===== config.mk =====
export PLATFORM = sky130hd
export DESIGN_NAME = vz_image_loader
export DESIGN_NICKNAME = d
export VERILOG_FILES = /design/src/rtl/vz_image_loader.sv
export SDC_FILE = /design/constraint.sdc
export NUM_CORES = 1
export LEC_CHECK = 0
export ABC_AREA = 1
export CAP_MARGIN = 25
export CORE_AREA = 2 2 192 147
export CTS_BUF_LIST = sky130_fd_sc_hd__clkbuf_4 sky130_fd_sc_hd__clkbuf_8 sky130_fd_sc_hd__clkbuf_16
export CTS_CLUSTER_DIAMETER = 50
export DETAILED_ROUTE_END_ITERATION = 8
export DIE_AREA = 0 0 194 149
export SYNTH_ARGS = -nofsm -noshare
export SYNTH_HDL_FRONTEND = slang
export SYNTH_SLANG_ARGS = --single-unit

===== constraint.sdc =====
create_clock -name CLK10MHZ -period 2.83 [get_ports CLK10MHZ]
set_input_delay 0.566 -clock CLK10MHZ [delete_from_list [all_inputs] [get_ports CLK10MHZ]]
set_output_delay 0.566 -clock CLK10MHZ [all_outputs]
set_load 0.005 [all_outputs]

===== src/rtl/vz_image_loader.sv =====
// VZ image loader: parses the VZ header from the ioctl stream, buffers payload in a FIFO
// and writes guest RAM over req/ack while the Z80 is held; then patches BASIC end or execs.
// Ports: CLK10MHZ, RESET (async, active-low); dn_* ioctl download input;
//   ram_req/ram_addr/ram_data/ram_ack RAM write port; cpu_hold Z80 BUSRQ;
//   exec_valid/exec_addr binary entry point; load_done/load_err status of last session.
module vz_image_loader #(
    parameter logic [7:0]  IMG_INDEX  = 8'd1,
    parameter int          FIFO_DEPTH = 4,
    parameter logic [15:0] PTR_ADDR   = 16'h78F9
) (
    input  logic        CLK10MHZ,
    input  logic        RESET,
    input  logic        dn_download,
    input  logic [7:0]  dn_index,
    input  logic        dn_wr,
    input  logic [15:0] dn_addr,
    input  logic [7:0]  dn_data,
    output logic        ram_req,
    output logic [15:0] ram_addr,
    output logic [7:0]  ram_data,
    input  logic        ram_ack,
    output logic        cpu_hold,
    output logic        exec_valid,
    output logic [15:0] exec_addr,
    output logic        load_done,
    output logic        load_err
);
    localparam int AW = $clog2(FIFO_DEPTH);
    localparam int CW = AW + 1;
    localparam logic [CW-1:0] FULL_CNT = CW'(FIFO_DEPTH);

    typedef enum logic [2:0] {
        S_IDLE, S_HDR, S_DATA, S_FLUSH, S_PTR_LO, S_PTR_HI, S_DONE
    } state_t;

    state_t        state_q, state_d;
    logic          err_q, err_d;
    logic          done_q, hold_q, exv_q;
    logic [15:0]   exa_q, start_q, len_q;
    logic [7:0]    type_q;
    logic          mag_a_q, mag_b_q;
    logic [23:0]   mem_q [FIFO_DEPTH];
    logic [AW-1:0] wp_q, rp_q;
    logic [CW-1:0] cnt_q;

    logic        session, wr_ok, hdr_wr, data_wr;
    logic        empty, full, push, pop, mag_fail;
    logic        mag_a_d, mag_b_d, start_sess, exec_fire;
    logic [15:0] ptr_val;

    function automatic logic [7:0] magic_a(input logic [1:0] i);
        case (i)
            2'd0:    return 8'h56;
            2'd1:    return 8'h5A;
            2'd2:    return 8'h46;
            default: return 8'h30;
        endcase
    endfunction

    function automatic logic [7:0] magic_b(input logic [1:0] i);
        return (i < 2'd2) ? 8'h20 : 8'h00;
    endfunction

    assign session = dn_download && (dn_index == IMG_INDEX);
    assign wr_ok   = dn_wr && session;
    // once the magic has failed, the rest of the header is ignored
    assign hdr_wr  = wr_ok && (state_q == S_HDR) && !err_q
                     && (dn_addr < 16'd24);
    assign data_wr = wr_ok && (state_q == S_DATA) && (dn_addr >= 16'd24);
    assign empty   = (cnt_q == '0);
    assign full    = (cnt_q == FULL_CNT);
    assign pop     = ram_ack && !empty;
    // a pop in the same cycle frees the slot, so full+pop still accepts
    assign push    = data_wr && (!full || pop);
    assign ptr_val = start_q + len_q;

    // both accepted magic patterns are tracked in parallel
    assign mag_a_d  = mag_a_q && (dn_data == magic_a(dn_addr[1:0]));
    assign mag_b_d  = mag_b_q && (dn_data == magic_b(dn_addr[1:0]));
    assign mag_fail = hdr_wr && (dn_addr == 16'd3) && !mag_a_d && !mag_b_d;

    always_comb begin
        state_d    = state_q;
        err_d      = err_q;
        start_sess = 1'b0;
        exec_fire  = 1'b0;
        case (state_q)
            S_IDLE: begin
                if (session) begin
                    state_d    = S_HDR;
                    start_sess = 1'b1;
                end
            end
            S_HDR: begin
                if (!session) begin
                    err_d   = 1'b1;
                    state_d = S_DONE;
                end else if (hdr_wr && (dn_addr == 16'd23)) begin
                    state_d = S_DATA;
                end
            end
            S_DATA:  if (!session) state_d = S_FLUSH;
            S_FLUSH: begin
                if (empty) begin
                    if (type_q == 8'hF0) begin
                        state_d = S_PTR_LO;
                    end else begin
                        exec_fire = 1'b1;
                        state_d   = S_DONE;
                    end
                end
            end
            S_PTR_LO: if (ram_ack) state_d = S_PTR_HI;
            S_PTR_HI: if (ram_ack) state_d = S_DONE;
            S_DONE:   state_d = S_IDLE;
            default:  state_d = S_IDLE;
        endcase
        if (mag_fail || (data_wr && !push)) err_d = 1'b1;
        if (start_sess) err_d = 1'b0;
    end

    always_comb begin
        ram_req  = !empty;
        ram_addr = empty ? 16'h0000 : mem_q[rp_q][23:8];
        ram_data = empty ? 8'h00 : mem_q[rp_q][7:0];
        if (state_q == S_PTR_LO) begin
            ram_req  = 1'b1;
            ram_addr = PTR_ADDR;
            ram_data = ptr_val[7:0];
        end else if (state_q == S_PTR_HI) begin
            ram_req  = 1'b1;
            ram_addr = PTR_ADDR + 16'd1;
            ram_data = ptr_val[15:8];
        end
    end

    always_ff @(posedge CLK10MHZ or negedge RESET) begin
        if (!RESET) begin
            state_q <= S_IDLE;
            err_q   <= 1'b0;
            done_q  <= 1'b0;
            hold_q  <= 1'b0;
            exv_q   <= 1'b0;
            exa_q   <= 16'h0000;
            start_q <= 16'h0000;
            len_q   <= 16'h0000;
            type_q  <= 8'h00;
            mag_a_q <= 1'b1;
            mag_b_q <= 1'b1;
            wp_q    <= '0;
            rp_q    <= '0;
            cnt_q   <= '0;
        end else begin
            state_q <= state_d;
            err_q   <= err_d;
            hold_q  <= (state_d != S_IDLE) && (state_d != S_DONE);
            exv_q   <= exec_fire;
            if (exec_fire) exa_q <= start_q;
            if (start_sess) begin
                done_q  <= 1'b0;
                start_q <= 16'h0000;
                len_q   <= 16'h0000;
                type_q  <= 8'h00;
                mag_a_q <= 1'b1;
                mag_b_q <= 1'b1;
                wp_q    <= '0;
                rp_q    <= '0;
                cnt_q   <= '0;
            end else begin
                if ((state_d == S_DONE) && (state_q != S_DONE))
                    done_q <= !err_d;
                if (hdr_wr) begin
                    if (dn_addr < 16'd4) begin
                        mag_a_q <= mag_a_d;
                        mag_b_q <= mag_b_d;
                    end
                    if (dn_addr == 16'd21) type_q <= dn_data;
                    if (dn_addr == 16'd22) start_q[7:0] <= dn_data;
                    if (dn_addr == 16'd23) start_q[15:8] <= dn_data;
                end
                if (data_wr) len_q <= len_q + 16'd1;
                if (push) wp_q <= wp_q + AW'(1);
                if (pop)  rp_q <= rp_q + AW'(1);
                cnt_q <= cnt_q + CW'(push) - CW'(pop);
            end
        end
    end

    always_ff @(posedge CLK10MHZ) begin
        if (push) mem_q[wp_q] <= {start_q + dn_addr - 16'd24, dn_data};
    end

    assign cpu_hold   = hold_q;
    assign exec_valid = exv_q;
    assign exec_addr  = exa_q;
    assign load_done  = done_q;
    assign load_err   = err_q;
endmodule


==> results.py, run 1 <==
metrics = {
    "clock_tree": {
        "htree_num_levels": 4,
        "cts.hold.buffers_added": 0,
        "worst_setup_hold_path_clk_slew_ns": 0.07,
        "clock-sinks": 168,
        "number_of_buffers_created_by_cts": 17,
        "clk_lat_worst_skew_ns": 0.44,
        "clock_tree.buffer_depth": 2,
        "tritoncts": "done",
        "clock_tree.root_cell": "sky130_fd_sc_hd__clkbuf_16",
    },
    "routing": {
        "route.vias.total": 8301,
        "totalWireLength_um": 28170,
        "drt_drc_violations_left": 0,
        "postRouteAntennaNets": 0,
        "viasPerCell": 4.956,
        "routed_wire_length_per_instance_um": 16.82,
        "detailedRoute.firstIterationViolations": 674,
        "firstDrtPassIters": 5,
    },
    "placed_design": {
        "detailedPlacementHpwl_um": 21360,
        "preCtsSetupSlack_ns": -0.2153,
        "gpl.final_weighted_congestion": 0.9053,
        "dp.cells": 1626,
        "port_buffers": 81,
        "detailed_place.area_um2": 11700,
    },
    "sta": {
        "fin_worst_skew_ns": 0.01139,
        "final-hold-violation-count": 0,
        "max_freq_mhz": 341.5,
        "fin_crit_ns": 2.929,
        "finalSetupViolations": 3,
        "grt_setup_unrepaired": "true",
        "final_worst_setup_slack_ns": -0.09863,
        "timing.max_slew.rel_slack": 0.5629,
        "layout_worst_path_cycle_share": 1.035,
        "tightest_slew_ns": 0.6542,
        "fin_hold_ws_ns": 0.1032,
        "drv_slew": 0,
    },
    "floorplanning": {
        "die_span_x_um": 194,
        "initial_utilization": 0.3418,
        "fp.dieArea_um2": 28910,
        "placeableCoreArea_um2": 27320,
        "ioPinCount": 82,
        "die_y_um": 149,
        "floorplan.rows": 53,
    },
    "setup_path": {
        "worst-r2r-setup-slack_ns": 0.21,
        "critPathKind": "reg -> out",
        "timing.reg2reg.worst_path_depth": 12,
        "worstPathRequired_ns": 2.26,
        "worst_r2r_startpoint": "start_q[6]",
        "startpoint_kind_of_the_worst_setup_timing_path": "flop",
        "r2r-end": "mem_q[2][17]",
        "critical_path.startpoint": "len_q[0]",
        "cp-end-kind": "primary output",
        "arrival_ns": 2.36,
        "crit_fanout": 3,
    },
    "synth": {
        "synth_area_per_cell_um2": 8.802,
        "synth.top_cell.area_share": 0.3087,
        "ys_top_cells_by_area": "sky130_fd_sc_hd__edfxtp_1 31%, sky130_fd_sc_hd__dfrtp_1 19%, sky130_fd_sc_hd__nand2_1 7.5%",
        "postSynth.asyncResetShare": 0.4286,
        "postSynthCellCount": 1061,
        "flip_flop_and_latch_count_after_synthesis": 168,
        "netlist_area_um2": 9339,
        "yosys_warnings": 0,
        "synth_most_common_cell": "sky130_fd_sc_hd__nand2_1",
        "synth-seq-area-share": 0.5019,
        "synth_top_flop_cell": "sky130_fd_sc_hd__edfxtp_1",
        "mappedNetlistNets": 1152,
        "synthDominantAreaCellType": "sky130_fd_sc_hd__edfxtp_1",
        "netlist_top_cells_count": "186 x sky130_fd_sc_hd__nand2_1, 138 x sky130_fd_sc_hd__nor2_1, 120 x sky130_fd_sc_hd__inv_1, 119 x sky130_fd_sc_hd__o21ai_0, 96 x sky130_fd_sc_hd__edfxtp_1",
        "synth-edff-count": 96,
        "synth_cell_types": 44,
    },
    "outcome": {
        "failed_checks": "setup timing",
        "outcome": "finished with violations",
    },
    "cells_and_area": {
        "syn_to_final_growth_pct": 36.92,
        "fin_cells": 1675,
        "diodes": 0,
        "post_route_cells_drive_above_1_share": 0.2413,
        "final.fill_count": 2592,
        "layout.nets": 1396,
        "fin_area_um2": 12790,
        "utilization": 0.4680,
    },
    "hold_path": {
        "min_path_type": "in -> async",
    },
    "power_and_ir_drop": {
        "power_density_nw_per_um2": 650.9,
        "static_power_due_to_leakage_nw": 5.627,
        "peakVddDrop_uv": 361.4,
    },
    "global_route": {
        "initial_antenna_violation_count": 0,
        "grt_max_degree": 50,
        "gr-total-overflow": 0,
        "grt_use_total": 0.1973,
        "grt_pass1_wl_um": 43800,
        "first_global_vias": 7644,
    },
    "job": {
        "max_cap_violations": 0,
    },
}
-- worst max-delay path by stage --
stage | endpoint | cells after the start
2_1_floorplan | mem_q[0][0] | 7
3_3_place_gp | ram_data[1] | 12
3_5_place_dp | mem_q[0][22] | 12
4_1_cts | ram_data[6] | 14
5_1_grt | ram_data[6] | 14
6_report | ram_data[6] | 14
-- what timing repair did --
item / CTS / global route
gates cloned: 0 / 0
endpoints found under the setup margin: 25 / 18
buffers inserted: 10 / 9
endpoints found under the hold margin: 0 / 0
pin swaps: 26 / 26
gates resized for setup: 103 / 30
-- per-stage QoR --
stage	setup TNS, ns	power [mW]
final	-0.2237	8.324
after detailed placement	-6.676	6.035
after CTS	-0.4773	8.331
after global placement	-5.533	6.006
after floorplan	0	4.409
after global routing	-0.7494	8.804
-- routing by layer --
layer	track usage	share of wire
met5	0	0
met4	0.04167	0.011
met3	0.04499	0.071
met2	0.2705	0.40
met1	0.3115	0.52
-- worst max-delay path, cell delays in order (launching register included) --
cell                      delay [ns]
sky130_fd_sc_hd__dfrtp_1        0.38
sky130_fd_sc_hd__ha_2           0.20
sky130_fd_sc_hd__inv_2          0.04
sky130_fd_sc_hd__fa_2           0.35
sky130_fd_sc_hd__inv_2          0.07
sky130_fd_sc_hd__nand3_2        0.06
sky130_fd_sc_hd__nand2_2        0.09
sky130_fd_sc_hd__buf_6          0.11
sky130_fd_sc_hd__nand3_2        0.05
sky130_fd_sc_hd__nand2_2        0.07
sky130_fd_sc_hd__buf_4          0.11
sky130_fd_sc_hd__o21ai_1        0.06
sky130_fd_sc_hd__a21oi_2        0.15
sky130_fd_sc_hd__a21oi_2        0.04
sky130_fd_sc_hd__buf_2          0.13
-- registers in the layout, indices dropped and copies added (netlist names) --
register and flops:
len_q 16, load_done 1, wp_q 2, mem_q 96, exec_addr 16, mag_b_q 1, load_err 1, mag_a_q 1
cnt_q 3, start_q 16, exec_valid 1, type_q 8, cpu_hold 1, state_q 3, rp_q 2
-- area by class of cell --
class / count / area [µm²] / share of cell area
tap: 357 / 446.7 / 0.03493
clock inverter: 15 / 151.4 / 0.01184
sequential: 168 / 4691 / 0.3668
clock buffer: 17 / 425.4 / 0.03327
multi-input combinational: 743 / 4476 / 0.3500
timing repair buffer: 249 / 2121 / 0.1659
inverter: 126 / 476.7 / 0.03728
-- power by group --
part / switching [mW] / internal (mW) / leakage [nW]
combinational: 1.78 / 1.45 / 3.55
clock: 1.11 / 1.18 / 0.279
sequential: 0.0929 / 2.71 / 1.79
total: 2.98 / 5.34 / 5.63
-- cells by family after synthesis --
kind of cell,after synthesis,share of synthesized area
AND/OR/NAND/NOR,437,0.2047
AO/OA/AOI/OAI,222,0.1283
flip-flops,168,0.5019
buffers and inverters,150,0.06216
adder cells (fa/ha/maj),54,0.07476
XOR/XNOR,30,0.02813
-- cells in the final DEF (no fill, tap or decap), types with 6 or more instances in the layout --
cell type / netlist / routed
sky130_fd_sc_hd__nand2_1: 186 / 173
sky130_fd_sc_hd__buf_4: 0 / 157
sky130_fd_sc_hd__nor2_1: 138 / 128
sky130_fd_sc_hd__inv_1: 120 / 115
sky130_fd_sc_hd__o21ai_0: 119 / 109
sky130_fd_sc_hd__edfxtp_1: 96 / 96
sky130_fd_sc_hd__clkdlybuf4s50_1: 0 / 72
sky130_fd_sc_hd__dfrtp_1: 70 / 67
sky130_fd_sc_hd__nand3_1: 63 / 53
sky130_fd_sc_hd__ha_1: 51 / 38
sky130_fd_sc_hd__a21oi_1: 53 / 31
sky130_fd_sc_hd__xor2_1: 19 / 19
sky130_fd_sc_hd__a21oi_2: 0 / 19
sky130_fd_sc_hd__o22ai_1: 19 / 18
sky130_fd_sc_hd__clkbuf_16: 0 / 17
sky130_fd_sc_hd__nor3_1: 13 / 13
sky130_fd_sc_hd__nand2_2: 3 / 13
sky130_fd_sc_hd__o21ai_1: 3 / 12
sky130_fd_sc_hd__ha_4: 0 / 12
sky130_fd_sc_hd__nand4_1: 11 / 11
sky130_fd_sc_hd__xnor2_1: 11 / 11
sky130_fd_sc_hd__nand3_2: 1 / 11
sky130_fd_sc_hd__inv_2: 6 / 10
sky130_fd_sc_hd__nor2_2: 1 / 10
sky130_fd_sc_hd__a31oi_1: 10 / 10
sky130_fd_sc_hd__buf_2: 8 / 8
sky130_fd_sc_hd__inv_8: 0 / 6
sky130_fd_sc_hd__buf_12: 0 / 6
Power figures use the tool's default switching activity.
==> run 2: changes to the inputs <==
CELL_PAD_IN_SITES_DETAIL_PLACEMENT = 1   (was unset)
CELL_PAD_IN_SITES_GLOBAL_PLACEMENT = 2   (was unset)
PLACE_DENSITY_LB_ADDON = 0.1   (was unset)
==> results.py, run 2 (synthesis gave the netlist of run 1 again) <==
metrics = {
    "power_and_ir_drop": {
        "switching_share": 0.3638,
        "power_switching_mw": 3.146,
        "peakVddDrop_uv": 420.7,
        "pwr-share-comb": 0.396,
        "power_report.internal_total_mw": 5.501,
        "seqPwrFrac": 0.326,
        "power_density_nw_per_um2": 661.1,
        "clock_power_share": 0.278,
        "static_power_due_to_leakage_nw": 5.702,
    },
    "setup_path": {
        "critical_path_cell_sequence": "ha_2 > inv_2 > fa_2 > inv_2 > nand3_2 > nand2_2 > buf_6 > nand4_1 > nand4_1 > nand3_2 > a21oi_2 > buf_2",
        "worst_path_largest_cell_delay_ns": 0.39,
        "startpoint_kind_of_the_worst_setup_timing_path": "flop",
        "arrival_ns": 2.50,
        "highest_delay_cell_along_the_critical_path": "sky130_fd_sc_hd__dfrtp_1",
        "critPathKind": "reg -> out",
        "path_buf_inv": 4,
        "critical_path_depth": 12,
        "worst_path_dominant_cell_family": "adder cells",
        "worstPathRequired_ns": 2.26,
        "crit_fanout": 3,
        "cp-end-kind": "primary output",
        "timing.reg2reg.worst_path_depth": 14,
    },
    "sta": {
        "finalSetupViolations": 6,
        "grt_setup_unrepaired": "true",
        "layout_worst_path_cycle_share": 1.083,
        "fin_worst_skew_ns": 0.01694,
        "final-hold-violation-count": 0,
        "timing.max_slew.rel_slack": 0.5253,
        "drv_slew": 0,
        "fin_crit_ns": 3.065,
        "final_worst_setup_slack_ns": -0.2347,
        "tightest_slew_ns": 0.7106,
        "fin_hold_ws_ns": 0.1317,
        "max_freq_mhz": 326.3,
    },
    "cells_and_area": {
        "fin_cells": 1682,
        "max_flop_register": "mem_q",
        "most_common_cell_after_layout_fill_and_taps_aside": "sky130_fd_sc_hd__nand2_1",
        "post_route_cells_drive_above_1_share": 0.2636,
        "most-common-layout-cells": "165 x sky130_fd_sc_hd__nand2_1, 152 x sky130_fd_sc_hd__buf_4, 127 x sky130_fd_sc_hd__nor2_1, 116 x sky130_fd_sc_hd__inv_1, 110 x sky130_fd_sc_hd__o21ai_0",
        "number_of_flip_flops_under_the_largest_register_name": 96,
        "final.fill_count": 3159,
        "syn_to_final_growth_pct": 40.05,
        "fin_area_um2": 13080,
        "layout.nets": 1402,
    },
    "floorplanning": {
        "fp.dieArea_um2": 28910,
        "initial_utilization": 0.3418,
        "ioPinCount": 82,
        "placeableCoreArea_um2": 27320,
        "floorplan.rows": 53,
        "die_y_um": 149,
        "die_span_x_um": 194,
    },
    "clock_tree": {
        "tritoncts": "done",
        "clock_tree.root_cell": "sky130_fd_sc_hd__clkbuf_16",
        "clk_lat_worst_skew_ns": 0.45,
        "number_of_buffers_created_by_cts": 17,
        "clock_tree.buffer_depth": 2,
        "cts.hold.buffers_added": 0,
        "clock-sinks": 168,
        "htree_num_levels": 4,
        "worst_setup_hold_path_clk_slew_ns": 0.08,
    },
    "global_route": {
        "grt_use_total": 0.2294,
        "grt_max_degree": 46,
        "grt_pass1_wl_um": 50140,
        "first_global_vias": 8615,
        "initial_antenna_violation_count": 3,
        "gr-total-overflow": 0,
    },
    "routing": {
        "firstDrtPassIters": 5,
        "detailedRoute.firstIterationViolations": 546,
        "totalWireLength_um": 33000,
        "route.vias.total": 8476,
        "postRouteAntennaNets": 0,
        "drt_drc_violations_left": 0,
        "routed_wire_length_per_instance_um": 19.62,
        "viasPerCell": 5.039,
    },
    "placed_design": {
        "detailed_place.area_um2": 11710,
        "dp.cells": 1628,
        "gpl.final_weighted_congestion": 0.8612,
        "detailedPlacementHpwl_um": 24660,
        "port_buffers": 81,
    },
    "job": {
        "max_cap_violations": 0,
    },
    "hold_path": {
        "min_path_type": "in -> async",
    },
    "outcome": {
        "outcome": "finished with violations",
        "failed_checks": "setup timing",
    },
}
==> run 2: cell count changes in the layout (fill, tap and decap cells not counted), moves of 4 or more <==
cell and delta:
sky130_fd_sc_hd__o21ai_1 -4, sky130_fd_sc_hd__buf_6 +8, sky130_fd_sc_hd__nand2_1 -8, sky130_fd_sc_hd__buf_4 -5, sky130_fd_sc_hd__nand2_2 +6, sky130_fd_sc_hd__dfrtp_2 +11
sky130_fd_sc_hd__dfrtp_1 -11
==> run 2: area by class of cell <==
| cell class | count | area (µm²) | area share |
|---|---|---|---|
| sequential | 168 | 4705 | 0.3597 |
| multi-input combinational | 743 | 4567 | 0.3492 |
| timing repair buffer | 255 | 2262 | 0.1730 |
| inverter | 126 | 481.7 | 0.03683 |
| tap | 357 | 446.7 | 0.03415 |
| clock buffer | 17 | 425.4 | 0.03253 |
| clock inverter | 15 | 188.9 | 0.01445 |
| antenna | 1 | 2.502 | 0.0001913 |
==> run 2: metal layers <==
layer | up-vias | routed length, µm | track usage
li1 | 4109 | - | -
met1 | 4140 | 16850 | 0.3486
met2 | 195 | 14040 | 0.3411
met3 | 30 | 1675 | 0.03911
met4 | 2 | 422 | 0.05076
met5 | - | 13 | 0
==> run 2: final timing paths <==
check | slack, ns | endpoint | startpoint
hold / removal | 0.13 | len_q[11] | RESET
min in group CLK10MHZ | 0.49 | exec_addr[15] | exec_addr[15]
max in group asynchronous | 2.05 | start_q[12] | RESET
setup / recovery | -0.23 | ram_data[4] | len_q[0]
setup reg to reg | 0.19 | mem_q[1][20] | start_q[6]
hold reg to reg | 0.49 | exec_addr[15] | exec_addr[15]
==> run 2: power groups by stage <==
stage / Sequential, mW / Combinational, mW / Clock (mW)
floorplan: 2.83 / 1.58 / 0
global placement: 2.85 / 3.18 / 0
detailed placement: 2.85 / 3.24 / 0
CTS: 2.81 / 3.27 / 2.44
global route: 2.83 / 3.75 / 2.53
finish: 2.82 / 3.43 / 2.40
==> run 2: through the flow <==
step           setup WS, ns  power (mW)  setup TNS, ns  utilization
2_1_floorplan       0.09352       4.409              0            -
3_3_place_gp        -0.2481       6.034         -5.641       0.4287
3_5_place_dp        -0.3198       6.089         -7.268       0.4287
4_1_cts             -0.1635       8.520        -0.8366       0.4685
5_1_grt             -0.3194       9.106         -1.994       0.4786
6_report            -0.2347       8.647        -0.7759       0.4787
==> run 2: what timing repair did <==
action                     4_1_cts  5_1_grt
pin swaps                       30       33
gates resized for setup        125       56
gates cloned                     0        2
setup endpoints to repair       25       30
setup buffers                   14        9
